--- src/rtl/btb_predictor.sv ---
// btb_predictor: direct-mapped branch target buffer with per-entry saturating
// direction counters.
//
// The fetch PC is looked up combinationally. Resolved branches from execute
// are written back at the rising clock edge, and flush clears every valid bit.
//
// Optional build macro: BTB_BYPASS_EN. When it is defined, an update to the
// exact PC being fetched in the same cycle is forwarded to the lookup outputs.
//
// Ports:
//   clk            system clock, rising edge
//   reset          synchronous, active-high; clears all entry state
//   fetch_pc       PC looked up this cycle
//   predict_hit    valid entry whose tag matches fetch_pc
//   predict_taken  hit and counter MSB set
//   predict_target stored target on hit, otherwise 0
//   update_en      resolved branch outcome present this cycle
//   update_pc      PC of the resolved branch
//   update_taken   actual direction of the resolved branch
//   update_target  actual target of the resolved branch
//   flush          clear all valid bits at the next edge
module btb_predictor #(
    parameter int PC_WIDTH = 16,
    parameter int ENTRIES  = 16,
    parameter int CTR_BITS = 2
) (
    input  logic                clk,
    input  logic                reset,
    input  logic [PC_WIDTH-1:0] fetch_pc,
    output logic                predict_hit,
    output logic                predict_taken,
    output logic [PC_WIDTH-1:0] predict_target,
    input  logic                update_en,
    input  logic [PC_WIDTH-1:0] update_pc,
    input  logic                update_taken,
    input  logic [PC_WIDTH-1:0] update_target,
    input  logic                flush
);

    localparam int IDX_W = $clog2(ENTRIES);
    localparam int TAG_W = PC_WIDTH - IDX_W;

    localparam logic [CTR_BITS-1:0] CTR_MAX  = {CTR_BITS{1'b1}};
    localparam logic [CTR_BITS-1:0] CTR_WEAK = CTR_BITS'(1 << (CTR_BITS - 1));

    function automatic logic [CTR_BITS-1:0] sat_inc(input logic [CTR_BITS-1:0] c);
        return (c == CTR_MAX) ? c : c + 1'b1;
    endfunction

    function automatic logic [CTR_BITS-1:0] sat_dec(input logic [CTR_BITS-1:0] c);
        return (c == '0) ? c : c - 1'b1;
    endfunction

    logic                valid_q  [ENTRIES];
    logic [TAG_W-1:0]    tag_q    [ENTRIES];
    logic [PC_WIDTH-1:0] target_q [ENTRIES];
    logic [CTR_BITS-1:0] ctr_q    [ENTRIES];

    logic [IDX_W-1:0]    fetch_idx;
    logic [TAG_W-1:0]    fetch_tag;
    logic                stored_hit;

    logic [IDX_W-1:0]    upd_idx;
    logic [TAG_W-1:0]    upd_tag;
    logic                upd_hit;
    logic                upd_write;
    logic [CTR_BITS-1:0] upd_ctr;
    logic [PC_WIDTH-1:0] upd_target;

    assign fetch_idx  = fetch_pc[IDX_W-1:0];
    assign fetch_tag  = fetch_pc[PC_WIDTH-1:IDX_W];
    assign stored_hit = valid_q[fetch_idx] && (tag_q[fetch_idx] == fetch_tag);

    // Post-update contents of the entry addressed by update_pc. A miss that
    // resolves not-taken does not allocate, so it produces no write at all.
    assign upd_idx   = update_pc[IDX_W-1:0];
    assign upd_tag   = update_pc[PC_WIDTH-1:IDX_W];
    assign upd_hit   = valid_q[upd_idx] && (tag_q[upd_idx] == upd_tag);
    assign upd_write = update_en && (upd_hit || update_taken);

    always_comb begin
        upd_ctr    = CTR_WEAK;
        upd_target = update_target;
        if (upd_hit) begin
            if (update_taken) begin
                upd_ctr = sat_inc(ctr_q[upd_idx]);
            end else begin
                upd_ctr    = sat_dec(ctr_q[upd_idx]);
                upd_target = target_q[upd_idx];
            end
        end
    end

    always_comb begin
        predict_hit    = stored_hit;
        predict_taken  = stored_hit && ctr_q[fetch_idx][CTR_BITS-1];
        predict_target = stored_hit ? target_q[fetch_idx] : '0;
`ifdef BTB_BYPASS_EN
        // Same-PC forwarding; an edge that flushes or resets discards the
        // update, so nothing is forwarded then.
        if (upd_write && !flush && !reset && (update_pc == fetch_pc)) begin
            predict_hit    = 1'b1;
            predict_taken  = upd_ctr[CTR_BITS-1];
            predict_target = upd_target;
        end
`endif
    end

    // Reset wins over flush, flush wins over update.
    always_ff @(posedge clk) begin
        if (reset) begin
            for (int i = 0; i < ENTRIES; i++) begin
                valid_q[i]  <= 1'b0;
                tag_q[i]    <= '0;
                target_q[i] <= '0;
                ctr_q[i]    <= '0;
            end
        end else if (flush) begin
            for (int i = 0; i < ENTRIES; i++) begin
                valid_q[i] <= 1'b0;
            end
        end else if (upd_write) begin
            valid_q[upd_idx]  <= 1'b1;
            tag_q[upd_idx]    <= upd_tag;
            target_q[upd_idx] <= upd_target;
            ctr_q[upd_idx]    <= upd_ctr;
        end
    end

endmodule

--- config.mk ---
export PLATFORM = sky130hd
export DESIGN_NAME = btb_predictor
export DESIGN_NICKNAME = d
export VERILOG_FILES = /design/src/rtl/btb_predictor.sv
export SDC_FILE = /design/constraint.sdc
export NUM_CORES = 1
export LEC_CHECK = 0
export CAP_MARGIN = 5
export CORE_AREA = 2 2 194 243
export DETAILED_ROUTE_END_ITERATION = 7
export DIE_AREA = 0 0 196 245
export PLACE_DENSITY = 0.8
export REMOVE_ABC_BUFFERS = 1
export SYNTH_ARGS = -nofsm -noshare
export SYNTH_HDL_FRONTEND = slang
export SYNTH_SLANG_ARGS = --single-unit
--- constraint.sdc ---
create_clock -name clk -period 9.1 [get_ports clk]
set_clock_uncertainty 0.15 [all_clocks]
set_input_delay 2.73 -clock clk [delete_from_list [all_inputs] [get_ports clk]]
set_output_delay 2.73 -clock clk [all_outputs]
set_load 0.03 [all_outputs]
==> impl_metrics.py, run 1 <==
metrics = {
    "pwr": {
        "vdd_drop_max_uv": 157,
        "power_density_mw_per_mm2": 189,
        "leakage_uw": 0.00978,
    },
    "floorplan": {
        "die_h_um": 245,
        "rows": 88,
        "pin_count": 71,
        "dieWidth_um": 196,
        "coreArea_sq_mm": 0.0458,
        "start_util": 0.542,
        "die_area_sq_mm": 0.0480,
    },
    "synth": {
        "syn_area_per_cell_sq_um": 15.3,
        "synth_area_sq_mm": 0.0248,
        "ys_warn_count": 0,
        "ys_ff_latch": 496,
        "yosysSeqAreaShare": 0.593,
        "yosysUniqueCellTypes": 57,
        "async_reset_ff_frac": 0,
        "ys.flop_type": "edfxtp_1",
        "synth_edf_count": 480,
        "synthCells": 1622,
    },
    "sta": {
        "fin_tns_setup_ps": 0,
        "whs_ps": 311,
        "worstMarginPinSlew_ps": 1280,
        "period_minus_slack_ps": 8800,
        "fmax_mhz": 114,
        "hold_viol": 0,
        "finalSetupViolCount": 0,
        "max-slew-margin-rel": 0.147,
        "slew_viol_final": 0,
        "rsz0062_at_grt": "false",
        "finalCritPeriodShare": 0.967,
    },
    "placed_design": {
        "portBuffers": 70,
        "dp_hpwl_mm": 42.2,
        "gp_congestion": 0.918,
    },
    "global_routing": {
        "grt_pass1_vias": 15700,
        "grt_pass1_wl_mm": 102,
        "grt_remaining_overflow": 0,
        "grt_max_degree": 122,
        "antenna_found_initial": 1,
        "grt.total_usage": 0.294,
    },
    "worst_setup_path": {
        "slowest_delay_ps": 550,
        "start_kind": "primary input",
        "critPathSlowestCell": "mux4_2",
        "crit_path_max_fanout": 26,
        "crit_path_end": "predict_target[9]",
        "r2r-end": "tag_q[10][3]",
        "end_kind": "primary output",
        "critPathKind": "primary input to primary output",
        "worstReg2RegStart": "tag_q[7][7]",
        "reg2regPathDepth": 7,
        "path_cells": "clkbuf_8, mux4_2, mux4_2, xnor2_1, nand4_1, nor4_1, nand4_1, buf_12, nor2b_1, buf_12",
        "worstPathArrival_ps": 5920,
        "critPathRequiredTime_ps": 6220,
        "r2r_slack_ps": 4710,
        "crit_start": "fetch_pc[0]",
    },
    "finish": {
        "final_common_cell": "edfxtp_1",
        "layout_common_cells": "edfxtp_1 (480), mux4_2 (197), nor2_1 (145), and3_1 (145), and2_1 (114)",
        "area.growth.synth_to_final_pct": 12.0,
        "drive_gt1_frac": 0.295,
        "num-nets-final": 1718,
    },
    "detailed_routing": {
        "wl_per_cell_um": 30.5,
        "viasPerCell": 6.77,
        "drc_errors": 0,
        "drtIter0Drc": 2056,
        "wl_mm": 69.8,
        "vias": 15500,
        "ant_nets": 0,
        "first_pass_iters": 8,
    },
    "hold_path": {
        "holdCritPathClass": "register to register",
    },
    "clock_tree": {
        "htree_levels": 2,
        "worstSkewPairLatency_ps": 610,
        "cts_buffers": 49,
        "cts.clk_slew.worst_paths_ps": 60,
        "cts_tree": "built",
        "cts_setup_buffers": 0,
        "cts-resized-gates": 0,
        "cts_root_buf": "clkbuf_16",
        "cts_sinks": 496,
        "cts_max_path_buffers": 3,
        "cts-hold-fix-buffers": 0,
    },
    "run": {
        "drv_cap": 0,
    },
    "outcome": {
        "status": "finished, final reports clean",
    },
}
## worst min-delay path by stage
| stage | slack, ps | to | start | cells past startpoint |
|---|---|---|---|---|
| CTS | 310 | valid_q[1] | valid_q[1] | 2 |
| floorplan | 280 | valid_q[1] | valid_q[1] | 2 |
| finish | 310 | valid_q[1] | valid_q[1] | 2 |
| global route | 340 | valid_q[1] | valid_q[1] | 2 |
| global placement | 290 | valid_q[8] | valid_q[8] | 2 |
| detailed placement | 300 | valid_q[1] | valid_q[1] | 2 |
## report_power, final
part | switching (uW) | leakage, uW | internal [uW]
logic | 279 | 0.00426 | 231
clock network | 873 | 0.000817 | 1210
registers | 47.4 | 0.00471 | 2610
## registers in the layout (all words and copies together) (netlist names)
register and count:
tag_q 192, target_q 256, ctr_q 32, valid_q 16
## critical path, delay by kind of cell
kind          cells  cell delay (ps)
xor+xnor          1              370
buf+inv           3              680
mux               2             1030
simple gates      4             1080
## per-stage QoR
step	cell area [sq um]	instances	total power (uW)	utilization	worst slack (ps)
2_1_floorplan	24100	1474	2970	-	997
3_3_place_gp	26200	2199	3190	0.571	417
3_5_place_dp	26200	2199	3210	0.571	352
4_1_cts	27800	2288	5260	0.608	336
5_1_grt	27800	2288	5380	0.608	160
6_report	27800	2289	5260	0.608	304
## layer usage
metal,GRT usage,part of all wire,up-vias
li1,-,-,6333
met1,0.373,0.34,7753
met2,0.481,0.48,1142
met3,0.0583,0.11,272
met4,0.158,0.062,0
met5,0,0,-
## layout make-up
cell class | count | area, sq um
fillers | 3311 | 18000
clock inverters | 20 | 226
clock buffers | 69 | 1430
multi-input cells | 971 | 9400
flip-flops and latches | 496 | 14700
inverters | 7 | 26.3
diodes | 1 | 2.50
repair buffers | 140 | 1270
well taps | 585 | 732
## kinds of logic after synthesis
group / share of synthesized area
fa+ha+maj: 0.000403
buf+inv: 0.0322
flops: 0.593
compound gates: 0.0304
xor+xnor: 0.00882
simple gates: 0.133
mux: 0.202
## synthesized netlist by cell type (all sizes together), types with 2 or more instances
library cell	n	area (sq um)
nand2b	18	113
and2	114	713
inv	7	26.3
nor2b	22	138
nor2	229	1070
nand3	2	10.0
o21bai	21	158
a211oi	4	30.0
xnor2	14	123
dfxtp	16	320
a21oi	13	65.1
and3	145	907
a21bo	10	156
edfxtp	480	14400
o22ai	12	75.1
mux4	202	4570
mux2i	33	343
or3	2	12.5
nor3	7	46.3
o211ai	2	15.0
xor2	11	96.3
nor4	2	12.5
nand4	8	56.3
buf	54	422
nand2	58	218
a22oi	6	45.0
a221oi	2	17.5
mux2	9	101
o21ai	8	40.0
a2111oi	2	36.3
clkbuf	94	353
a21o	3	37.5
Note: power is estimated with default switching activity, not from simulation.
==> inputs of run 2 (changes only) <==
GPL_ROUTABILITY_DRIVEN = 0   (was not set)
REMOVE_ABC_BUFFERS = not set   (was 1)
==> run 2 against run 1 <==
Sequential cell count unchanged. Core utilization is 0.26 points lower. Critical path type unchanged. Critical path depth is the same. Die area is the same. Cell area down 0.43%. Register-to-register slack about the same. Combinational power rose by 3%. Worst setup slack got worse by 2.8 ps. Highest routed layer unchanged. Global-route usage increased by 1.2 points. Sequential share of layout area is 0.23 points higher. Via count is 2.8% higher. Critical endpoint is now predict_target[7]. Non-clock buffer count grew 7.
==> impl_metrics.py, run 2 (synthesis gave the netlist of run 1 again) <==
metrics = {
    "sta": {
        "fmax_mhz": 114,
        "finalSetupViolCount": 0,
        "hold_viol": 0,
        "fin_tns_setup_ps": 0,
        "slew_viol_final": 0,
        "finalCritPeriodShare": 0.967,
        "rsz0062_at_grt": "false",
        "period_minus_slack_ps": 8800,
        "setup_slack_ps": 301,
        "max-slew-margin-rel": 0.172,
        "worstMarginPinSlew_ps": 1240,
    },
    "floorplan": {
        "dieWidth_um": 196,
        "pin_count": 71,
        "coreArea_sq_mm": 0.0458,
        "rows": 88,
        "die_h_um": 245,
        "start_util": 0.542,
        "die_area_sq_mm": 0.0480,
    },
    "global_routing": {
        "grt_max_degree": 88,
        "grt_pass1_vias": 16000,
        "antenna_found_initial": 1,
        "grt_pass1_wl_mm": 106,
        "grt.total_usage": 0.306,
        "grt_remaining_overflow": 0,
    },
    "detailed_routing": {
        "drc_errors": 0,
        "ant_nets": 0,
        "first_pass_iters": 5,
        "vias": 15900,
        "viasPerCell": 6.93,
        "wl_mm": 72.2,
        "drtIter0Drc": 2547,
        "wl_per_cell_um": 31.4,
    },
    "placed_design": {
        "dp_hpwl_mm": 43.7,
        "dp_slack_ps": 328,
        "portBuffers": 70,
    },
    "clock_tree": {
        "cts_sinks": 496,
        "cts.clk_slew.worst_paths_ps": 60,
        "cts_tree": "built",
        "htree_levels": 2,
        "worstSkewPairLatency_ps": 600,
        "cts_max_path_buffers": 3,
        "cts_buffers": 49,
        "cts-resized-gates": 0,
        "cts_root_buf": "clkbuf_16",
        "cts-hold-fix-buffers": 0,
        "cts_setup_buffers": 0,
    },
    "finish": {
        "drive_gt1_frac": 0.295,
        "num-nets-final": 1725,
        "final_common_cell": "edfxtp_1",
        "largest-register": "target_q",
        "largest_register_ffs": 256,
        "layout_common_cells": "edfxtp_1 (480), mux4_2 (197), and3_1 (145)",
        "reg_top3": "target_q: 256 flops, tag_q: 192 flops, ctr_q: 32 flops",
        "area.growth.synth_to_final_pct": 11.6,
    },
    "pwr": {
        "power_density_mw_per_mm2": 189,
        "leakage_uw": 0.00974,
        "p_switching_uw": 1220,
        "clock_power_share": 0.392,
        "vdd_drop_max_uv": 175,
        "p_int_uw": 4020,
        "pwr-share-seq": 0.508,
        "p_comb_frac": 0.100,
        "swShare": 0.233,
    },
    "worst_setup_path": {
        "critPathKind": "primary input to primary output",
        "critPathRequiredTime_ps": 6220,
        "end_kind": "primary output",
        "worstPathArrival_ps": 5920,
        "start_kind": "primary input",
        "crit_path_max_fanout": 27,
    },
    "hold_path": {
        "holdCritPathClass": "register to register",
    },
    "run": {
        "drv_cap": 0,
    },
    "synth": {
        "synth_nets": 1675,
    },
    "outcome": {
        "status": "finished, final reports clean",
    },
}
## run 2: changes by cell type in the layout (fill, tap and decap cells not counted), sizes merged
| cell | change |
|---|---|
| clkinv | +7 |
| inv | +1 |
| clkbuf | -7 |
| clkinvlp | +2 |
| buf | +7 |
| diode | +1 |
## run 2: final cells by class
| cell class | count | area, sq um |
|---|---|---|
| fillers | 3306 | 18100 |
| flip-flops and latches | 496 | 14700 |
| multi-input cells | 971 | 9380 |
| clock buffers | 62 | 1360 |
| repair buffers | 147 | 1210 |
| well taps | 585 | 732 |
| clock inverters | 30 | 256 |
| inverters | 7 | 26.3 |
| diodes | 2 | 5.00 |
## run 2: final timing paths
check	startpoint	to	slack, ps	cells after the start
setup / recovery	fetch_pc[0]	predict_target[7]	300	10
setup reg to reg	tag_q[7][7]	tag_q[0][2]	4720	8
hold / removal	valid_q[0]	valid_q[0]	320	2
hold reg to reg	valid_q[0]	valid_q[0]	320	2
## run 2: power by group through the flow
stage / logic, uW / registers [uW] / clock network, uW
4_1_cts: 517 / 2660 / 2060
3_5_place_dp: 514 / 2710 / 0
2_1_floorplan: 350 / 2680 / 0
5_1_grt: 544 / 2670 / 2140
3_3_place_gp: 505 / 2700 / 0
6_report: 525 / 2660 / 2050
## run 2: per-layer routing
metal,GRT usage,wire (um)
met1,0.400,24400
met2,0.493,34400
met3,0.0672,9530
met4,0.143,3830
met5,0,0
## run 2: through the flow
stage | instances | util | instance area, sq um | hold WS, ps | total power [uW]
after global placement | 2205 | 0.569 | 26100 | 294 | 3200
after CTS | 2297 | 0.605 | 27700 | 316 | 5240
after detailed placement | 2205 | 0.569 | 26100 | 309 | 3220
after global routing | 2298 | 0.605 | 27700 | 326 | 5350
after floorplan | 1622 | - | 24800 | 275 | 3030
final | 2300 | 0.605 | 27700 | 319 | 5240
## run 2: worst max-delay path, stage by stage
cell and delay (ps):
clkbuf_8 340, buf_4 440, mux4_2 570, mux4_2 480
xor2_1 150, nor4_1 460, nand4_1 150, buf_4 230
nor2b_1 160, buf_4 180
